`config.mk`:
```
export PLATFORM = sky130hd
export DESIGN_NAME = kbd_seg_ctrl
export DESIGN_NICKNAME = d
export VERILOG_FILES = /design/src/rtl/kbd_pkg.sv /design/src/rtl/bcd7seg.sv /design/src/rtl/bcd_cnt2.sv /design/src/rtl/kbd_seg_ctrl.sv
export SDC_FILE = /design/constraint.sdc
export NUM_CORES = 1
export LEC_CHECK = 0
export ABC_AREA = 1
export CORE_MARGIN = 4
export CORE_UTILIZATION = 30
export DETAILED_ROUTE_END_ITERATION = 10
export SYNTH_ARGS = -nofsm -noshare
export SYNTH_HDL_FRONTEND = slang
export SYNTH_SLANG_ARGS = --single-unit
```
`constraint.sdc`:
```
create_clock -name clk -period 2.5 [get_ports clk]
set_input_delay 0.375 -clock clk [delete_from_list [all_inputs] [get_ports clk]]
set_output_delay 0.375 -clock clk [all_outputs]
set_load 0.02 [all_outputs]
```
`src/rtl/kbd_pkg.sv`:
```
// rtl/kbd_pkg.sv - shared constants and state encoding for the keyboard display controller
// Contents:
//   BRK_CODE, EXT_CODE - PS/2 break and extended prefix bytes
//   BLANK_SEG, SEG_ZERO - segment patterns for a dark digit and for "0"
//   kbd_state_t - IDLE / HELD / BRK interpreter states
package kbd_pkg;

    localparam logic [7:0] BRK_CODE  = 8'hF0;
    localparam logic [7:0] EXT_CODE  = 8'hE0;
    localparam logic [7:0] BLANK_SEG = 8'h00;
    localparam logic [7:0] SEG_ZERO  = 8'hFC;

    typedef enum logic [1:0] {
        IDLE = 2'd0,
        HELD = 2'd1,
        BRK  = 2'd2
    } kbd_state_t;

endpackage

```
`src/rtl/bcd7seg.sv`:
```
// rtl/bcd7seg.sv - hex nibble to 7-segment pattern decoder
// Ports:
//   bcd [3:0] in  - nibble to display (0-9 and A-F)
//   seg [7:0] out - active-high segments {a,b,c,d,e,f,g,dp}; dp always off
module bcd7seg (
    input  logic [3:0] bcd,
    output logic [7:0] seg
);

    // Scan codes are shown in hex, so A-F are decoded as well as 0-9.
    always_comb begin
        seg = 8'h00;
        case (bcd)
            4'h0: seg = 8'hFC;
            4'h1: seg = 8'h60;
            4'h2: seg = 8'hDA;
            4'h3: seg = 8'hF2;
            4'h4: seg = 8'h66;
            4'h5: seg = 8'hB6;
            4'h6: seg = 8'hBE;
            4'h7: seg = 8'hE0;
            4'h8: seg = 8'hFE;
            4'h9: seg = 8'hF6;
            4'hA: seg = 8'hEE;
            4'hB: seg = 8'h3E;
            4'hC: seg = 8'h9C;
            4'hD: seg = 8'h7A;
            4'hE: seg = 8'h9E;
            4'hF: seg = 8'h8E;
            default: seg = 8'h00;
        endcase
    end

endmodule

```
`src/rtl/bcd_cnt2.sv`:
```
// rtl/bcd_cnt2.sv - two-digit wrapping BCD counter (00..99..00)
// Ports:
//   clk       in  - rising-edge clock
//   rst_n     in  - synchronous active-low reset, clears to 00
//   inc       in  - advance the count by one on this edge
//   cnt [7:0] out - {tens,ones} BCD digits
module bcd_cnt2 (
    input  logic       clk,
    input  logic       rst_n,
    input  logic       inc,
    output logic [7:0] cnt
);

    logic [3:0] ones;
    logic [3:0] tens;

    // Compares use >= 9 so a disturbed register can never hold a non-BCD
    // nibble for longer than one increment.
    always_ff @(posedge clk) begin
        if (!rst_n) begin
            ones <= 4'd0;
            tens <= 4'd0;
        end else if (inc) begin
            if (ones >= 4'd9) begin
                ones <= 4'd0;
                if (tens >= 4'd9) begin
                    tens <= 4'd0;
                end else begin
                    tens <= tens + 4'd1;
                end
            end else begin
                ones <= ones + 4'd1;
            end
        end
    end

    assign cnt = {tens, ones};

endmodule

```
`src/rtl/kbd_seg_ctrl.sv`:
```
// rtl/kbd_seg_ctrl.sv - PS/2 scan-code interpreter driving a six-digit 7-segment display
// Ports:
//   clk               in  - rising-edge clock
//   rst_n             in  - synchronous active-low reset
//   code_i [7:0]      in  - scan-code byte from the receiver
//   valid_i           in  - code_i valid
//   ready_o           out - byte accepted when valid_i && ready_o
//   key_held_o        out - a key is currently held
//   key_code_o [7:0]  out - last make code, 00 when none held
//   press_cnt_o [7:0] out - BCD press count {tens,ones}
//   seg0_o..seg5_o    out - digit patterns: code lo/hi, count ones/tens, two reserved
module kbd_seg_ctrl
    import kbd_pkg::*;
(
    input  logic       clk,
    input  logic       rst_n,
    input  logic [7:0] code_i,
    input  logic       valid_i,
    output logic       ready_o,
    output logic       key_held_o,
    output logic [7:0] key_code_o,
    output logic [7:0] press_cnt_o,
    output logic [7:0] seg0_o,
    output logic [7:0] seg1_o,
    output logic [7:0] seg2_o,
    output logic [7:0] seg3_o,
    output logic [7:0] seg4_o,
    output logic [7:0] seg5_o
);

    kbd_state_t state;
    kbd_state_t next_state;
    logic       ready;
    logic       accept;
    logic [7:0] key_code;
    logic       load_code;
    logic       clear_code;
    logic       cnt_inc;
    logic       show_code;
    logic [7:0] seg_code_lo;
    logic [7:0] seg_code_hi;

    assign accept = valid_i && ready;

    // Ready drops only while reset is applied; the first edge after release
    // still sees it low, so no byte is taken on that edge.
    always_ff @(posedge clk) begin
        if (!rst_n) begin
            ready <= 1'b0;
        end else begin
            ready <= 1'b1;
        end
    end

    always_ff @(posedge clk) begin
        if (!rst_n) begin
            state <= IDLE;
        end else begin
            state <= next_state;
        end
    end

    always_comb begin
        next_state = state;
        load_code  = 1'b0;
        clear_code = 1'b0;
        cnt_inc    = 1'b0;
        if (accept) begin
            case (state)
                IDLE: begin
                    if (code_i == BRK_CODE) begin
                        next_state = BRK;
                    end else if (code_i != EXT_CODE) begin
                        next_state = HELD;
                        load_code  = 1'b1;
                        cnt_inc    = 1'b1;
                    end
                end
                HELD: begin
                    // Same code again is typematic repeat and is not counted;
                    // a different make code is a rollover to a new key.
                    if (code_i == BRK_CODE) begin
                        next_state = BRK;
                    end else if (code_i != EXT_CODE && code_i != key_code) begin
                        load_code = 1'b1;
                        cnt_inc   = 1'b1;
                    end
                end
                BRK: begin
                    // The released code is not matched against the held key.
                    if (code_i != BRK_CODE && code_i != EXT_CODE) begin
                        next_state = IDLE;
                        clear_code = 1'b1;
                    end
                end
                default: begin
                    next_state = IDLE;
                    clear_code = 1'b1;
                end
            endcase
        end
    end

    always_comb begin
        key_held_o = 1'b0;
        show_code  = 1'b0;
        if (state == HELD) begin
            key_held_o = 1'b1;
            show_code  = 1'b1;
        end
    end

    always_ff @(posedge clk) begin
        if (!rst_n) begin
            key_code <= 8'h00;
        end else if (clear_code) begin
            key_code <= 8'h00;
        end else if (load_code) begin
            key_code <= code_i;
        end
    end

    bcd_cnt2 u_cnt (
        .clk   (clk),
        .rst_n (rst_n),
        .inc   (cnt_inc),
        .cnt   (press_cnt_o)
    );

    bcd7seg u_seg_code_lo (.bcd(key_code[3:0]),    .seg(seg_code_lo));
    bcd7seg u_seg_code_hi (.bcd(key_code[7:4]),    .seg(seg_code_hi));
    bcd7seg u_seg_cnt_lo  (.bcd(press_cnt_o[3:0]), .seg(seg2_o));
    bcd7seg u_seg_cnt_hi  (.bcd(press_cnt_o[7:4]), .seg(seg3_o));

    assign seg0_o     = show_code ? seg_code_lo : BLANK_SEG;
    assign seg1_o     = show_code ? seg_code_hi : BLANK_SEG;
    assign seg4_o     = BLANK_SEG;
    assign seg5_o     = BLANK_SEG;
    assign ready_o    = ready;
    assign key_code_o = key_code;

endmodule
```
---- After elaboration in Yosys (flattened, before gate mapping) ----
Memory sizes are Yosys's and may differ from the RTL's. A register that Yosys moved wholly into a read port is not among the register bits.
Index checks and enable logic that the tools add are counted.
storage, ports and cells
  bits in registers ....................... 19
  bits in read-only memories .............. 448
  bits of input ports ..................... 11
  output and inout port bits .............. 66
  memories ................................ 4
memory list
  memory            words  bits a word  rd ports  clocked after Yosys merged registers in  write ports  line           text
  (name not given)  16     7            1         1                                        0            bcd7seg.sv:13  case (bcd)
  (name not given)  16     7            1         1                                        0            bcd7seg.sv:13
  (name not given)  16     7            1         1                                        0            bcd7seg.sv:13
  (name not given)  16     7            1         1                                        0            bcd7seg.sv:13
operators by class
  add/sub/neg operators ................... 2
  $lt $le $gt $ge ......................... 2
  equality and inequality tests ........... 9
  multiplexer cells ....................... 28
  bitwise operators ....................... 1
  reduce and logical (&&, ||, !) cells .... 8
operator list
  operator             number
  $mux 4               10
  $mux 8               2
  $ne 8x8->1 const B   2
  $mux 1               9
  $add 4x1->4 const B  2
  $eq 8x8->1 const B   1
  $ge 4x4->1 const B   2
  $mux 2               4
  $ne 8x8->1           1
  $pmux 2 s3           1
  $ne 2x2->1 const B   2
  $pmux 1 s2           2
  $reduce_and 4->1     1
  $reduce_or 2->1      2
  $logic_and 1x1->1    3
  $ne 3x3->1 const B   1
  $eq 2x1->1 const B   1
  $eq 2x2->1 const B   1
  $logic_not 2->1      1
  $reduce_and 2->1     1
  $not 1->1            1

---- Logic depth before layout (Yosys ltp) ----
Gate-level depths: netlist of the first run.
  word-level depth ........................ 9
  depth in mapped cells ................... 19

---- Hierarchy ----
From an unflattened synthesis of the first run, not the netlist that was laid out.
unflattened totals
  cells, all modules ...................... 454
  area, all modules ....................... 2643.8 µm²
by module, submodules not included
  module        times used  cells an instance  area each (µm²)  seq. area each (µm²)
  bcd7seg       4           54                 281.5            0.0
  kbd_seg_ctrl  1           175                1049.8           220.2
  bcd_cnt2      1           63                 467.9            160.2

---- Worst setup path before layout of the first run ----
Ideal clock, no wire load.
  path type ............................... flip-flop to flip-flop
  from .................................... reg u_cnt.ones[0]
  to ...................................... reg, netlist name u_seg_cnt_hi.seg[3]
  arrival ................................. 2.124 ns
  data required time ...................... 2.387 ns
  setup slack ............................. 0.263 ns
  stages on the path, launching flop included .. 13
  period minus slack after synthesis ...... 2.237 ns
  path through ............................ dfxtp_1 inv_1 ha_1 a21boi_2 nand3_4 nand2_1 nand2_1 nor2_2 inv_1 ha_1 nand3b_1 nand3_2 nand2_1
between the ends
  cells in the longest elaborated chain, start to end .. 4
RTL lines
  what                                   line            text
  start: declaration                     bcd_cnt2.sv:14  logic [3:0] ones;
  start signal: assignment               bcd_cnt2.sv:32  ones <= ones + 4'd1;
  $ge 4x4->1                             bcd_cnt2.sv:24  if (ones >= 4'd9) begin
  $reduce_and 2->1 (no source line)      --
  $mux 4 (no source line) (2 in series)  --
No other way between the ends.
A chain may end at the register's enable or synchronous reset.

---- Worst setup path after layout of the first run ----
  from .................................... in code_i[1]
  to ...................................... reg, netlist name u_seg_code_lo.seg[3]
between the ends
  cells in the longest elaborated chain, start to end .. 8
  elaborated cells between the ends (all ways) .. 18
  those cells by class .................... eq/ne (4); mux (11); reduce/logical (3)
RTL lines
  what                                  line                                                        text
  start: declaration                    kbd_seg_ctrl.sv:17                                          input logic [7:0] code_i,
  $ne 8x8->1, on equally long branches  kbd_seg_ctrl.sv:73, kbd_seg_ctrl.sv:84, kbd_seg_ctrl.sv:91
  $logic_and 1x1->1                     kbd_seg_ctrl.sv:84                                          end else if (code_i != EXT_CODE && code_i != key_code) begin
  $mux 1                                kbd_seg_ctrl.sv:84
  $mux 1                                kbd_seg_ctrl.sv:82                                          if (code_i == BRK_CODE) begin
  $pmux 1 s2                            kbd_seg_ctrl.sv:69                                          case (state)
  $mux 1                                kbd_seg_ctrl.sv:68                                          if (accept) begin
  $mux 4 (no source line)               --
  $mux 4 (no source line) *             --
Mark *: on every way between the ends. The rest lies on a longest branch, timed or not.

==> results.sh, run 1 <==
export IMPL_status="finished, final reports clean"
export IMPL_cp_max_fo=6
export IMPL_critical_path_class="primary input to register"
export IMPL_cts_max_level=2
export IMPL_synth_top_area_share_pct=27.99
export IMPL_synth_fa_ha_area_share_pct=11.54
export IMPL_synth_seq_area_share_pct=27.99
export IMPL_cts_tree="yes"
export IMPL_grtUsageTotal_pct=11.88
export IMPL_path_cells="clkdlybuf4s50_1, nor2_2, nand2_1, nor2_4, a21oi_4, buf_4, nand3_1, nand2_1, nand2_2, buf_4, ha_1, or2_2, nand3_1, nand2_1"
export IMPL_clk_latency_ns=0.30
export IMPL_power_density_mw_per_mm2=392.1
export IMPL_hp_start="state[0]"
export IMPL_end_kind="register"
export IMPL_synth_mux_area_share_pct=0
export IMPL_synth_most_common_cell="nand2_1"
export IMPL_detail_route_antenna_nets=0
export IMPL_drive_gt1_share_pct=21.01
export IMPL_ys_warn_count=0
export IMPL_postSynthAreaPerCell_um2=6.990
export IMPL_drt_vias_per_instance=4.249
export IMPL_die_y_um=113.9
export IMPL_clock_skew_ns=0.006793
export IMPL_cpMostUsedCell="nand2_1"
export IMPL_r2r_start="u_cnt.ones[0]"
export IMPL_place_gp_congestion=0.8693
export IMPL_ff2ff_path_depth=12
export IMPL_num_vias=3123
export IMPL_cts_buffers=5
export IMPL_slew_violations=0
export IMPL_grt_overflow=0
export IMPL_fmaxAchievable_ghz=0.4263
export IMPL_cts_buffer_depth=2
export IMPL_drt_total_wl_mm=7.503
export IMPL_synth_top_family_by_area="simple AND/OR/NAND/NOR gates"
export IMPL_grt_max_degree=20
export IMPL_ff_latch_area_um2=942.2
export IMPL_slowest_stage="clkdlybuf4s50_1"
export IMPL_synth_simple_gate_area_share_pct=36.55
export IMPL_setup_viol=0
export IMPL_fp_row_count=38
export IMPL_async_flop_share_pct=0
export IMPL_rsz0062_at_grt="yes"
export IMPL_grt_pass1_wl_mm=12.91
export IMPL_synth_xor_area_share_pct=1.563
export IMPL_p_leak_uw=0.002336
export IMPL_path_delay_family="buffers and inverters"
export IMPL_hp_class="register to register"
export IMPL_drv_cap=0
export IMPL_die_area_mm2=0.01296
export IMPL_fin_crit_ns=2.346
export IMPL_nets=636
export IMPL_ys_types=38
export IMPL_r2r_end="u_seg_cnt_hi.seg[3]"
export IMPL_min_delay_path_depth=2
export IMPL_area_growth_pct=35.58
export IMPL_drc=0
export IMPL_cp_num_buf_inv=3
export IMPL_synth_area_leaders="dfxtp_1 28%, nand2_1 16%, ha_1 12%"
export IMPL_slowest_delay_ns=0.56
export IMPL_start_util_pct=30.88
export IMPL_grt_pass1_vias=2967
export IMPL_dp_cells=727
export IMPL_synth_edff_count=0
export IMPL_ys_flop_type="dfxtp_1"
export IMPL_period_share_pct=93.83
export IMPL_ys_top_cells_by_count="142 x nand2_1, 68 x inv_1, 47 x dfxtp_1"
export IMPL_diodes=0
export IMPL_nFillCells=1128
export IMPL_worstPathArrival_ns=2.54
export IMPL_synthCells=481
export IMPL_fin_util_pct=41.86
export IMPL_ios=77
export IMPL_r2r_setup_slack_ns=0.28
export IMPL_synth_seq_cells=47
export IMPL_io_buffers=56
export IMPL_core_mm2=0.01089
export IMPL_die_width_um=113.9
export IMPL_start_kind="primary input"
export IMPL_multiInputGateArea_mm2=0.001993
export IMPL_synth_top_area_cell="dfxtp_1"
export IMPL_path_clk_slew_ns=0.08
export IMPL_finalHoldViolCount=0
export IMPL_worst_ep_required_time_ns=2.70
export IMPL_dr_pass1_iters=4
export IMPL_drt_iter0_markers=88
export IMPL_synth_compound_area_share_pct=6.029
export IMPL_wire_per_inst_um=10.21
export IMPL_min_to="state[0]"
export IMPL_syn_area_mm2=0.003362
export IMPL_cts_sinks=47
export IMPL_fin_cells=735
export IMPL_ir_drop_v=0.0002426
export IMPL_hpwlAfterDp_mm=6.170
export IMPL_grt_antenna_before_repair=0
export IMPL_cts_root_buf="clkbuf_8"
-- report_power, final --
part,internal (uW),switching (uW)
combinational,198,265
sequential,796,21.6
clock,253,254
-- worst max path at each step --
stage | slack, ns | endpoint | startpoint | cells past startpoint
after CTS | 0.04 | u_seg_code_lo.seg[3] | code_i[5] | 17
after global routing | -0.02 | u_seg_code_lo.seg[3] | code_i[3] | 15
after detailed placement | -0.28 | u_seg_code_lo.seg[3] | code_i[5] | 17
final | 0.15 | u_seg_code_lo.seg[3] | code_i[1] | 14
after floorplan | 0.26 | u_seg_cnt_hi.seg[3] | u_cnt.ones[0] | 12
after global placement | -0.23 | u_seg_cnt_hi.seg[3] | code_i[0] | 15
-- cells by family after synthesis --
group                    count (synthesis)
AND/OR/NAND/NOR                        254
other                                    1
XOR/XNOR                                 6
buffers and inverters                  109
flip-flops                              47
adder cells (fa/ha/maj)                 31
AO/OA/AOI/OAI                           33
-- sequential cells by signal (all words and copies together), names as in the netlist --
| register | cells |
|---|---|
| key_code_o | 8 |
| u_seg_cnt_hi.seg | 7 |
| u_seg_cnt_lo.seg | 7 |
| u_seg_code_lo.seg | 7 |
| u_seg_code_hi.seg | 7 |
| state | 2 |
| ready_o | 1 |
| u_cnt.ones | 4 |
| u_cnt.tens | 4 |
-- routing by layer --
layer  global-route usage (%)  up-vias  share of wire, %
li1                         -     1662                 -
met1                    14.60     1392                44
met2                    20.65       62                49
met3                    3.024        7               5.5
met4                    3.167        0               1.2
met5                        0        -                 0
-- worst reg2reg max path, delay by kind of cell, from the launching register on --
family | cells | cell delay [ns]
flops | 1 | 0.44
fa+ha+maj | 2 | 0.45
simple gates | 7 | 0.71
compound gates | 1 | 0.30
buf+inv | 2 | 0.21
-- final cells by class --
cell class / count / area share (%)
multi-input cells: 344 / 43.73
flip-flops and latches: 47 / 20.67
inverters: 80 / 6.725
well taps: 140 / 3.843
clock buffers: 8 / 2.196
repair buffers: 116 / 22.84
-- cells in the final DEF, fill, tap and decap left out, types with 2 or more instances in the layout --
cell type,count
dlymetal6s2s_1,2
nand3b_1,5
nor2_1,30
nand3_2,13
buf_12,2
buf_4,58
clkbuf_8,7
inv_1,66
conb_1,20
clkdlybuf4s50_1,54
a21oi_4,2
nand3_1,32
nand3_4,5
o211ai_1,2
ha_1,31
nand2_2,11
xor2_1,4
inv_2,11
o21ai_0,9
nor2_2,2
dfxtp_1,46
nand4_1,7
a21oi_1,10
a21oi_2,3
nor2_4,3
nand2_1,140
inv_4,2
xnor2_1,2
o21ai_1,5
-- metrics by stage --
step | power (uW) | cell area, um2 | TNS [ns] | hold slack, ns | setup slack [ns]
floorplan | 1132 | 3433 | 0 | 0.4027 | 0.2632
global placement | 1291 | 4405 | -4.146 | 0.5027 | -0.2331
detailed placement | 1296 | 4405 | -4.692 | 0.5110 | -0.2843
CTS | 1804 | 4506 | 0 | 0.5233 | 0.03955
global route | 1902 | 4558 | -0.01636 | 0.5532 | -0.01636
finish | 1787 | 4558 | 0 | 0.5260 | 0.1542
-- repair_timing --
| item | CTS | global route |
|---|---|---|
| resized for setup | 0 | 15 |
| endpoints found under the setup margin | 0 | 28 |
| buffers inserted | 0 | 0 |
| hold buffers | 0 | 0 |
No activity file was read; power rests on OpenSTA's default activity.
==> inputs of run 2 (changes only) <==
CORE_ASPECT_RATIO = 1.4   (was unset)
DONT_BUFFER_PORTS = 1   (was unset)
SYNTH_HIERARCHICAL = 1   (was unset)
==> results.sh, run 2 <==
export IMPL_status="finished, final reports clean"
export IMPL_ir_drop_v=0.0002587
export IMPL_slew_violations=0
export IMPL_drt_vias_per_instance=4.390
export IMPL_period_share_pct=88.92
export IMPL_die_area_mm2=0.01040
export IMPL_dp_cells=560
export IMPL_synth_seq_area_share_pct=14.39
export IMPL_cts_setup_buffers=0
export IMPL_synth_seq_cells=19
export IMPL_pre_cts_ws_ns=0.3920
export IMPL_synth_top_area_cell="nand2_1"
export IMPL_diodes=0
export IMPL_drt_iter0_markers=82
export IMPL_postSynthAreaPerCell_um2=5.823
export IMPL_die_width_um=87.34
export IMPL_setup_slack_ns=0.2771
export IMPL_path_cells="inv_1, ha_1, nand2_1, o21ai_0, nand2_1, nand2_1, inv_1, nor2_1"
export IMPL_nFillCells=957
export IMPL_slowest_delay_ns=0.51
export IMPL_cts_root_buf="clkbuf_16"
export IMPL_die_y_um=119.1
export IMPL_finalHoldViolCount=0
export IMPL_fp_row_count=40
export IMPL_drive_gt1_share_pct=11.98
export IMPL_fin_cells=564
export IMPL_syn_area_mm2=0.002644
export IMPL_path_depth=8
export IMPL_cpMostUsedCell="nand2_1"
export IMPL_worst_ep_required_time_ns=2.12
export IMPL_clock_skew_ns=0.001775
export IMPL_wire_per_inst_um=10.45
export IMPL_grt_overflow=0
export IMPL_ios=77
export IMPL_io_buffers=0
export IMPL_drc=0
export IMPL_grt_antenna_before_repair=0
export IMPL_slew_limit_headroom_pct=60.68
export IMPL_drv_cap=0
export IMPL_worst_pin_slew_ns=0.5890
export IMPL_multiInputGateArea_mm2=0.001819
export IMPL_synth_top_area_share_pct=22.86
export IMPL_ys_flop_type="dfxtp_1"
export IMPL_place_gp_congestion=0.8465
export IMPL_ys_top_cells_by_count="161 x nand2_1, 68 x inv_1, 44 x nor2_1"
export IMPL_num_vias=2476
export IMPL_drt_total_wl_mm=5.891
export IMPL_cts_tree="yes"
export IMPL_slowest_stage="dfxtp_1"
export IMPL_tns_ns=0
export IMPL_synthCells=454
export IMPL_worstPathArrival_ns=1.85
export IMPL_cp_num_buf_inv=2
export IMPL_start_kind="register"
export IMPL_ff2ff_path_depth=12
export IMPL_cp_max_fo=8
export IMPL_area_growth_pct=6.200
export IMPL_ff_latch_area_um2=382.9
export IMPL_synth_most_common_cell="nand2_1"
export IMPL_fmaxAchievable_ghz=0.4499
export IMPL_most_common_layout_cells="161 x nand2_1, 68 x inv_1, 44 x nor2_1, 34 x ha_1, 28 x nand3_1"
export IMPL_finalPower_uw=1030
export IMPL_hp_class="primary input to register"
export IMPL_end_kind="primary output"
export IMPL_core_mm2=0.008608
export IMPL_start_util_pct=30.71
export IMPL_largest_register_ffs=8
export IMPL_rsz0062_at_grt="no"
export IMPL_path_delay_family="flip-flops"
export IMPL_path_clk_slew_ns=0.06
export IMPL_grtUsageTotal_pct=10.95
export IMPL_fin_crit_ns=2.223
export IMPL_grt_pass1_vias=2186
export IMPL_critical_path_class="register to primary output"
export IMPL_dr_pass1_iters=4
export IMPL_async_flop_share_pct=0
export IMPL_cts_buffer_depth=2
export IMPL_clk_latency_ns=0.25
export IMPL_cts_sinks=19
export IMPL_detail_route_antenna_nets=0
export IMPL_layout_commonest_cell="nand2_1"
export IMPL_cts_max_level=1
export IMPL_ys_warn_count=6
export IMPL_min_delay_path_depth=0
export IMPL_p_leak_uw=0.001533
export IMPL_grt_pass1_wl_mm=9.494
export IMPL_cts_buffers=3
export IMPL_hpwlAfterDp_mm=4.848
export IMPL_ys_types=29
export IMPL_nets=505
export IMPL_synth_area_leaders="nand2_1 23%, ha_1 16%, dfxtp_1 14%"
export IMPL_setup_viol=0
export IMPL_holdWs_ns=0.1444
export IMPL_power_density_mw_per_mm2=366.9
export IMPL_synth_edff_count=0
export IMPL_grt_max_degree=18
-- run 2: changes by cell type in the layout (fill, tap and decap cells not counted), moves of 12 or more --
cell / before / now
clkdlybuf4s50_1: 54 / 0
nor2_1: 30 / 44
buf_4: 58 / 13
nand3_2: 13 / 1
dfxtp_1: 46 / 17
nand2_1: 140 / 161
-- run 2: per-stage QoR --
stage,instance area [um2],util (%)
after floorplan,2700,-
after global placement,2726,31.67
after detailed placement,2726,31.67
after CTS,2805,32.59
after global routing,2808,32.62
final,2808,32.62
-- run 2: worst paths after layout --
kind / start / endpoint / slack (ns)
worst min-delay path: rst_n / ready_o / 0.14
worst max register to register: key_code_o[0] / u_cnt/ones[0] / 0.51
worst max-delay path: key_code_o[1] / seg0_o[4] / 0.28
worst min register to register: key_code_o[7] / key_code_o[7] / 0.54
-- run 2: routing by layer --
| layer | global-route usage, % | vias up | part of all wire (%) |
|---|---|---|---|
| met5 | 0 | - | 0 |
| met4 | 3.647 | 0 | 1.8 |
| met3 | 2.630 | 11 | 8.0 |
| met2 | 20.57 | 72 | 51 |
| met1 | 11.50 | 1069 | 39 |
| li1 | - | 1324 | - |
-- run 2: cell type report --
class	instances	area share, %
Sequential cell	19	13.64
Multi-Input combinational cell	344	64.79
Tap cell	105	4.679
Inverter	79	10.61
Clock buffer	4	2.807
Timing Repair Buffer	13	3.476
-- run 2: timing repair --
action                                  4_1_cts  5_1_grt
hold endpoints to repair                      0        0
gates resized for setup                       0        2
hold buffers                                  0        0
endpoints found under the setup margin        0        1
-- run 2: worst register-to-register path: cells and delay by family (launching register included) --
family | cells | cell delay, ns
simple gates | 10 | 1.26
flops | 1 | 0.40
buf+inv | 2 | 0.27
-- run 2: power breakdown --
group / internal [uW] / switching (uW) / total, uW
logic: 106 / 241 / 347
clock network: 217 / 124 / 341
registers: 318 / 23.3 / 342
-- run 2: cells by family (layout without fill, tap and decap cells) --
group	Yosys count	count (layout)	share of synthesized area [%]
AOI/OAI and AO/OA	26	26	5.585
xor gates and xnor gates	4	4	1.325
adders and majority gates	34	34	16.09
buffers and inverters	106	96	18.93
DFF	19	19	14.39
muxes	1	1	0.3786
other	5	20	0.7100
and+or+nand+nor	259	259	42.59
==> inputs of run 3 (changes only) <==
ABC_CLOCK_PERIOD_IN_PS = 2500   (was unset)
CAP_MARGIN = 20   (was unset)
PLACE_DENSITY = 0.5   (was unset)
==> results.sh, run 3 (same netlist as run 2, synthesis figures left out) <==
export IMPL_r2r_setup_slack_ns=0.51
export IMPL_slew_limit_headroom_pct=59.63
export IMPL_fp_row_count=40
export IMPL_p_leak_uw=0.001519
export IMPL_r2r_end="u_cnt/tens[3]"
export IMPL_min_delay_path_depth=0
export IMPL_hp_class="primary input to register"
export IMPL_cts_setup_buffers=0
export IMPL_grt_pass1_vias=2262
export IMPL_path_clk_slew_ns=0.06
export IMPL_hp_start="rst_n"
export IMPL_met1_length_mm=2.446
export IMPL_tns_ns=0
export IMPL_worstPathArrival_ns=1.97
export IMPL_cts_sinks=19
export IMPL_wire_per_inst_um=10.77
export IMPL_cts_buffer_depth=2
export IMPL_cts_max_level=1
export IMPL_dp_cells=557
export IMPL_place_area_mm2=0.002704
export IMPL_hold_buffers=0
export IMPL_dr_pass1_iters=4
export IMPL_drv_cap=0
export IMPL_io_buffers=0
export IMPL_finalHoldViolCount=0
export IMPL_die_area_mm2=0.01040
export IMPL_p_sw_uw=385.4
export IMPL_pwr_share_seq_pct=35.1
export IMPL_met3_length_um=465
export IMPL_topRoutingLayerUsed="met4"
export IMPL_cts_tree="yes"
export IMPL_setup_viol=0
export IMPL_start_kind="register"
export IMPL_diodes=0
export IMPL_r2r_start="ready_o"
export IMPL_hpwlAfterDp_mm=4.987
export IMPL_finalPower_uw=1017
export IMPL_num_vias=2396
export IMPL_start_util_pct=30.71
export IMPL_fin_crit_ns=2.342
export IMPL_layout_commonest_cell="nand2_1"
export IMPL_drc=0
export IMPL_end_kind="primary output"
export IMPL_clock_skew_ns=0.008656
export IMPL_rsz0062_at_grt="no"
export IMPL_ff2ff_path_depth=12
export IMPL_ios=77
export IMPL_core_mm2=0.008608
export IMPL_grt_overflow=0
export IMPL_grt_antenna_before_repair=0
export IMPL_die_y_um=119.1
export IMPL_cp_num_buf_inv=2
export IMPL_p_int_uw=631.5
export IMPL_worst_ep_required_time_ns=2.12
export IMPL_ir_drop_v=0.0001951
export IMPL_fin_cells=561
export IMPL_drt_total_wl_mm=6.041
export IMPL_path_cells="inv_1, ha_1, nand2_1, o21ai_0, nand2_1, nand2_1, inv_1, nor2_1"
export IMPL_grtUsageTotal_pct=11.56
export IMPL_slew_violations=0
export IMPL_grt_pass1_wl_mm=10.25
export IMPL_drt_vias_per_instance=4.271
export IMPL_cpMostUsedCell="nand2_1"
export IMPL_cts_buffers=3
export IMPL_slowest_delay_ns=0.60
export IMPL_place_gp_congestion=0.8355
export IMPL_drt_iter0_markers=57
export IMPL_grt_max_degree=18
export IMPL_most_common_layout_cells="161 x nand2_1, 68 x inv_1, 44 x nor2_1, 34 x ha_1, 28 x nand3_1"
export IMPL_slowest_stage="dfxtp_1"
export IMPL_drive_gt1_share_pct=11.62
export IMPL_largest_register_ffs=8
export IMPL_die_width_um=87.34
export IMPL_p_sw_share_pct=37.90
export IMPL_period_share_pct=93.69
export IMPL_power_density_mw_per_mm2=364.9
export IMPL_critical_path_class="register to primary output"
export IMPL_nets=502
export IMPL_combPwrFrac_pct=31.9
export IMPL_area_growth_pct=5.395
export IMPL_status="finished, final reports clean"
export IMPL_clk_latency_ns=0.25
export IMPL_route_met2_wl_mm=3.095
export IMPL_p_clk_share_pct=33.0
export IMPL_worst_pin_slew_ns=0.6047
export IMPL_postLayoutCellArea_mm2=0.002786
export IMPL_min_to="ready_o"
export IMPL_cp_max_fo=9
export IMPL_path_delay_family="flip-flops"
export IMPL_fmaxAchievable_ghz=0.4269
export IMPL_detail_route_antenna_nets=0
export IMPL_cts_root_buf="clkbuf_16"
## run 3: cell types whose count changed in the layout (fill, tap and decap cells not counted), sizes merged
cell	delta
buf	-3
clkbuf	-1
clkinv	+1
## run 3: timing repair
item	in CTS	in global routing
gates resized for setup	0	2
endpoints found under the hold margin	0	0
endpoints found under the setup margin	0	1
## run 3: power by group through the flow
stage | combinational, uW | sequential [uW] | clock, uW
after floorplan | 295 | 362 | 0
after global placement | 327 | 362 | 0
after detailed placement | 327 | 364 | 0
after CTS | 328 | 357 | 346
after global routing | 374 | 362 | 359
final | 324 | 357 | 336
## run 3: area by class of cell
type / instances / area (um2)
multi-input cells: 344 / 1819
clock inverters: 1 / 5.005
clock buffers: 3 / 75.07
flip-flops and latches: 19 / 382.9
inverters: 79 / 297.8
well taps: 105 / 131.4
fillers: 992 / 5822
repair buffers: 10 / 75.07
## run 3: layer usage
metal / GRT usage (%) / up-vias
li1: - / 1312
met1: 13.12 / 1027
met2: 21.32 / 53
met3: 3.114 / 4
met4: 1.919 / 0
met5: 0 / -
## run 3: worst max path at each step
stage / slack [ns] / from / endpoint / cells after the start
final: 0.16 / key_code_o[5] / seg1_o[4] / 8
after floorplan: 0.57 / key_code_o[5] / seg1_o[4] / 8
after CTS: 0.12 / key_code_o[0] / seg0_o[4] / 8
after global placement: 0.44 / key_code_o[0] / seg0_o[4] / 8
after global routing: 0.02 / key_code_o[4] / seg1_o[4] / 8
after detailed placement: 0.40 / key_code_o[0] / seg0_o[4] / 8
## run 3: stage by stage
stage | setup slack [ns] | util [%] | hold slack [ns]
2_1_floorplan | 0.5749 | - | 0.4027
3_3_place_gp | 0.4447 | 31.41 | 0.4033
3_5_place_dp | 0.3998 | 31.41 | 0.4038
4_1_cts | 0.1244 | 32.34 | 0.1393
5_1_grt | 0.01930 | 32.37 | 0.1352
6_report | 0.1578 | 32.37 | 0.1434
